`config.mk`:
```
export PLATFORM = sky130hd
export DESIGN_NAME = if_fetch
export DESIGN_NICKNAME = d
export VERILOG_FILES = /design/src/rtl/if_fetch_pkg.sv /design/src/rtl/if_fetch.sv
export SDC_FILE = /design/constraint.sdc
export NUM_CORES = 1
export LEC_CHECK = 0
export ABC_AREA = 1
export CAP_MARGIN = 20
export CORE_UTILIZATION = 49
export DETAILED_ROUTE_END_ITERATION = 8
export PLACE_DENSITY = 0.81
export SYNTH_ARGS = -nofsm -noshare
export SYNTH_HDL_FRONTEND = slang
export SYNTH_SLANG_ARGS = --single-unit
```
`constraint.sdc`:
```
create_clock -name clk -period 2.3 [get_ports clk]
set_input_delay 0.46 -clock clk [delete_from_list [all_inputs] [get_ports clk]]
set_output_delay 0.46 -clock clk [all_outputs]
set_load 0.01 [all_outputs]
```
`src/rtl/if_fetch_pkg.sv`:
```
// Shared fetch-stage constants and the word-alignment helper.
// Imported by if_fetch and usable by neighbouring pipeline stages.
package if_fetch_pkg;

   localparam int unsigned INST_W       = 32;
   localparam logic [31:0] PC_STEP      = 32'd4;
   localparam logic [31:0] NOP_INST_DEF = 32'h0000_0013;
   localparam logic [31:0] RESET_PC_DEF = 32'h0000_0000;

   function automatic logic [31:0] word_align(input logic [31:0] addr);
      return {addr[31:2], 2'b00};
   endfunction

endpackage

```
`src/rtl/if_fetch.sv`:
```
// Instruction-fetch stage: owns the PC, pairs each 1-cycle-latency RAM word with its PC,
// absorbs downstream stalls in a one-entry hold buffer and applies execute redirects.
module if_fetch
   import if_fetch_pkg::*;
#(
   parameter logic [31:0] RESET_PC = RESET_PC_DEF,
   parameter logic [31:0] NOP_INST = NOP_INST_DEF
) (
   input  logic              clk,
   input  logic              rst,
   input  logic              stall_i,
   input  logic              jump_en_i,
   input  logic [31:0]       jump_addr_i,
   output logic [31:0]       iram_addr_o,
   input  logic [INST_W-1:0] iram_data_i,
   output logic [INST_W-1:0] inst_o,
   output logic [31:0]       inst_addr_o,
   output logic              inst_valid_o
);

   logic [31:0]       pc_q;
   logic              req_v_q;
   logic [31:0]       rsp_pc_q;
   logic              hold_v_q;
   logic [INST_W-1:0] hold_inst_q;
   logic [31:0]       hold_pc_q;

   // PC and outstanding-request tracking; a stalled issue is simply dropped and re-issued later.
   always_ff @(posedge clk) begin
      if (rst) begin
         pc_q     <= RESET_PC;
         req_v_q  <= 1'b0;
         rsp_pc_q <= RESET_PC;
      end else if (jump_en_i) begin
         pc_q    <= word_align(jump_addr_i);
         req_v_q <= 1'b0;
      end else if (stall_i) begin
         req_v_q <= 1'b0;
      end else begin
         pc_q     <= pc_q + PC_STEP;
         req_v_q  <= 1'b1;
         rsp_pc_q <= pc_q;
      end
   end

   // Hold buffer captures the live RAM word on the first stalled cycle only.
   always_ff @(posedge clk) begin
      if (rst) begin
         hold_v_q    <= 1'b0;
         hold_inst_q <= '0;
         hold_pc_q   <= '0;
      end else if (jump_en_i) begin
         hold_v_q <= 1'b0;
      end else if (stall_i) begin
         if (!hold_v_q && req_v_q) begin
            hold_v_q    <= 1'b1;
            hold_inst_q <= iram_data_i;
            hold_pc_q   <= rsp_pc_q;
         end
      end else begin
         hold_v_q <= 1'b0;
      end
   end

   always_comb begin
      iram_addr_o  = word_align(pc_q);
      inst_valid_o = hold_v_q | req_v_q;
      inst_o       = NOP_INST;
      inst_addr_o  = rsp_pc_q;
      if (hold_v_q) begin
         inst_o      = hold_inst_q;
         inst_addr_o = hold_pc_q;
      end else if (req_v_q) begin
         inst_o      = iram_data_i;
         inst_addr_o = rsp_pc_q;
      end
   end

endmodule

```
Yosys cells after proc, flatten, opt, wreduce, memory -nomap -nowiden
Cells that the tools add are included.

$add $sub $neg: 1. Eq/ne operators: 1. Mux-type cells: 6. Bitwise gates (word level): 3. Reduce and logical (&&, ||, !) cells: 6.

Operators by type and width (number): 2-to-1 mux 32 bit (5); adder 32 x 3 -> 32 bit (second input constant) (1); AND reduction 3 bit (1); OR reduction 3 bit (1); != test 2 x 1 -> 1 bit (second input constant) (1); inverter 1 bit (2); AND reduction 2 bit (1); OR reduction 2 bit (1); logical AND 1 bit (1); zero test 1 bit (1); 2-to-1 mux 1 bit (1); OR 1 bit (1).

Flip-flop bits (word level): 130. Input bits: 68. Output and inout bits: 97. Logic and storage cells: 24.

Depth between registers and ports, before layout
Word-level depth: 3. Mapped depth: 10. Depth with buffers taken out: 10.

Least setup slack after synthesis
No wires, ideal clock.

Kind: flip-flop to output port. Start point: reg hold_v_q. End point: out inst_o[21]. Arrival: 1127 ps. Setup slack: 713 ps. Stages on the path, launching flop included: 6. Path buffers: 3. Path through: dfxtp_1 -> buf_2 -> nor2_2 -> buf_2 -> buf_2 -> a22o_1.

Word-level cells in the longest chain between the ends: 1.

RTL lines: start: declaration (RTL line if_fetch.sv:24) `logic hold_v_q;`; start signal: assignment (RTL line if_fetch.sv:49) `hold_v_q <= 1'b0;`; start signal: assignment (RTL line if_fetch.sv:53) `hold_v_q <= 1'b0;`; start signal: assignment (RTL line if_fetch.sv:56) `hold_v_q <= 1'b1;`; 2-to-1 mux 32 bit (RTL line if_fetch.sv:70) `if (hold_v_q) begin`; end: declaration (RTL line if_fetch.sv:16) `output logic [INST_W-1:0] inst_o,`.

No other way between the ends.

Worst setup path in the final report
Start point: reg hold_v_q. End point: out inst_o[1].

The elaborated chain is that of the path after synthesis.

==> summary.md <==
| Metric | Value |
|---|---|
| Outcome | finished, final reports clean |
| Post-synth top area share | between 40% and 50% |
| CTS tree | done |
| DR WL/cell | 14.10 um |
| Post-route ant nets | 0 |
| Sequential-to-total area share from yosys stat | between 40% and 50% |
| CTS Buf Count | 17 |
| Final hold viol count | 0 |
| Tmin final | approximately 2.2 ns |
| Synth Register Bits | ~120 |
| Final WL | ~17000 um |
| Syn Std Cell Area | a little over 6000 sq um |
| Ys flop type | dfxtp_1 |
| Nature of the critical path endpoint | output pin |
| Initial Utilization | just over 50% |
| PortBufs | around 160 |
| Clock skew | 0.006019 ns |
| Clock root buffer | clkbuf_16 |
| Async SR Flop Fraction | 0% |
| Area contributors post-synth | dfxtp_1 41%, nand2_1 14%, nor2_1 6.1% |
| Hold Startpoint | hold_inst_q[4] |
| Power Dens Cells | approximately 650 nW/um^2 |
| Synth unique cells | 34 |
| First-pass GRT wire length | 27600 um |
| Fin area | approximately 8600 sq um |
| Area growth, synth to finish | 40.03% |
| Largest net degree at the start of global routing | 82 |
| Cell Count Post-Placement | around 1200 |
| Static Leak | between 3 and 4 nW |
| Most frequent cell after synthesis | nand2_1 |
| Sink Count | between 100 and 150 |
| Placement Rows | 40 |
| Initial antenna violation count | 0 |
| Worst Path Required | around 1.8 ns |
| Worst r2r src | hold_v_q |
| Synth cell count leaders | 231 x nand2_1, 124 x dfxtp_1, 99 x nor2_1 |
| Crit path launch | hold_v_q |
| Final cell count without fillers | approximately 1200 |
| Clk pin slew, worst setup/hold paths | approximately 0.06 ns |
| I/O pin cnt | approximately 170 |
| Vias in the first global route | 5748 |
| Worst path arrival time | approximately 1.8 ns |
| Diodes inserted | 0 |
| Highest routed layer | met4 |
| Met2 wire length | 8192 um |
| Setup violations, final | 0 |
| Gpl congestion | 0.9276 |
| First drt pass iteration count | 5 |
| Setup crit start kind | flop |
| Vias | about 6300 |
| Core area | ~12000 sq um |
| Mean post-synth cell area | slightly below 7 sq um |
| Remaining Overflow, GRT | 0 |
| VDD IR-drop max | 0.4942 mV |
| HP Class | reg -> reg |
| Share of layout cells above drive strength 1 | 8.231% |
| # DRC | 0 |
| Aggregate global-route resource usage | between 20 and 30% |
| Tcrit/Tclk final | approximately 96% |
| FF-to-FF setup slack | a little under 0.6 ns |
| Clk Latency, worst-skew pair | about 0.4 ns |
| Cells after Synth | about 900 |
| Met3 wire len | between 1000 and 1500 um |
| Die area | approximately 13000 sq um |
| Final slew viol count | 0 |
| DRT iter0 DRCs | around 550 |
| Die Y | about 110 um |
| Nets@finish | between 1000 and 1500 |
| Clk buf depth | 2 |
| M1 WL | between 7000 and 8000 um |
| H-tree depth | 4 |
| DPL Wire Length | 11340 um |
| Most area-hungry cell type in the Yosys netlist | dfxtp_1 |
| Placed cell area | slightly below 8000 sq um |
| CP Max Fanout | 15 |
| Max Fclk | ~0.45 GHz |
| Vias per cell | about 5.1 |
| Yosys warns | 0 |
| Worst setup path class | reg -> out |
| Post-synth EDFFs | 0 |
| Max_cap viols | 0 |
| Die Width | approximately 110 um |
==> cell usage in the layout (no fill, tap or decap), types with 2 or more instances in the layout <==
cell type	n
clkbuf_16	18
o211ai_1	5
a21oi_1	65
nand3b_1	6
nor2_2	5
nor3_1	7
nand2_2	2
nand4_1	12
nor2_4	8
o21ai_1	21
clkdlybuf4s50_1	125
or2_2	2
dlygate4sd2_1	4
nand3_1	45
a31oi_1	2
inv_2	7
buf_12	6
clkinv_1	3
conb_1	4
buf_4	20
dlymetal6s2s_1	29
clkbuf_8	2
a22o_1	32
o21ai_0	68
bufinv_16	2
nand2_1	231
dfxtp_1	123
clkinv_2	3
nor2_1	99
inv_1	77
nand3_2	3
a211oi_1	5
clkinvlp_4	4
clkbuf_1	3
==> power breakdown <==
part,internal [W],total (W),switching [W]
sequential,0.00223,0.00231,0.0000768
combinational,0.000348,0.000682,0.000333
clock,0.00165,0.00261,0.000960
total,0.00423,0.00560,0.00137
==> repair_timing <==
item	in CTS	in global routing
gates resized for setup	6	34
hold buffers	0	0
cloned	0	1
setup buffers	0	2
endpoints found under the setup margin	11	43
==> registers in the layout, summed over array words and instances (netlist names) <==
name / flops
pc_q: 30
hold_pc_q: 30
rsp_pc_q: 30
hold_inst_q: 32
hold_v_q: 1
req_v_q: 1
==> layout make-up <==
| type | count | area [sq um] |
|---|---|---|
| Inverter | 87 | 326.6 |
| Tap cell | 168 | 210.2 |
| Clock inverter | 10 | 113.9 |
| Clock buffer | 22 | 464.2 |
| Timing Repair Buffer | 186 | 1956 |
| Sequential cell | 124 | 2486 |
| Multi-Input combinational cell | 628 | 3009 |
| Fill cell | 1006 | 3546 |
==> layer usage <==
| metal | up-vias | track usage, % |
|---|---|---|
| li1 | 3205 | - |
| met1 | 2844 | 34.80 |
| met2 | 230 | 44.35 |
| met3 | 26 | 5.101 |
| met4 | 0 | 9.561 |
| met5 | - | 0 |
==> worst paths after layout <==
kind,to,cells past startpoint
setup reg to reg,hold_pc_q[17],8
hold / removal,hold_inst_q[4],2
hold reg to reg,hold_inst_q[4],2
setup / recovery,inst_o[1],7
==> metrics by stage <==
stage               worst slack, ns  hold WS (ns)  utilization [%]  setup TNS [ns]  power, W
floorplan                    0.7134        0.4298                -               0  0.002652
global placement             0.1490        0.4452            64.87               0  0.003017
detailed placement           0.1015        0.4481            64.87               0  0.003024
CTS                    0.0000007772        0.4571            69.66               0  0.005615
global route               -0.01457        0.4735            70.72        -0.01822  0.005808
finish                      0.08370        0.4557            70.72               0  0.005597
==> logic make-up after synthesis <==
group                    Yosys count  share of synthesized area, %
adder cells (fa/ha/maj)            1                        0.2045
AND/OR/NAND/NOR                  424                         29.92
buffers and inverters            144                         10.49
flip-flops                       124                         40.58
AO/OA/AOI/OAI                    199                         18.74
other                              1                       0.06130
==> critical path, cell delays in order, from the launching register on <==
cell and delay, ns:
dfxtp_4 0.38, nor2_4 0.18, clkbuf_16 0.20, buf_4 0.12, inv_2 0.05, nor2_1 0.08
a21oi_1 0.04, dlygate4sd2_1 0.28
Power figures use the tool's default switching activity.
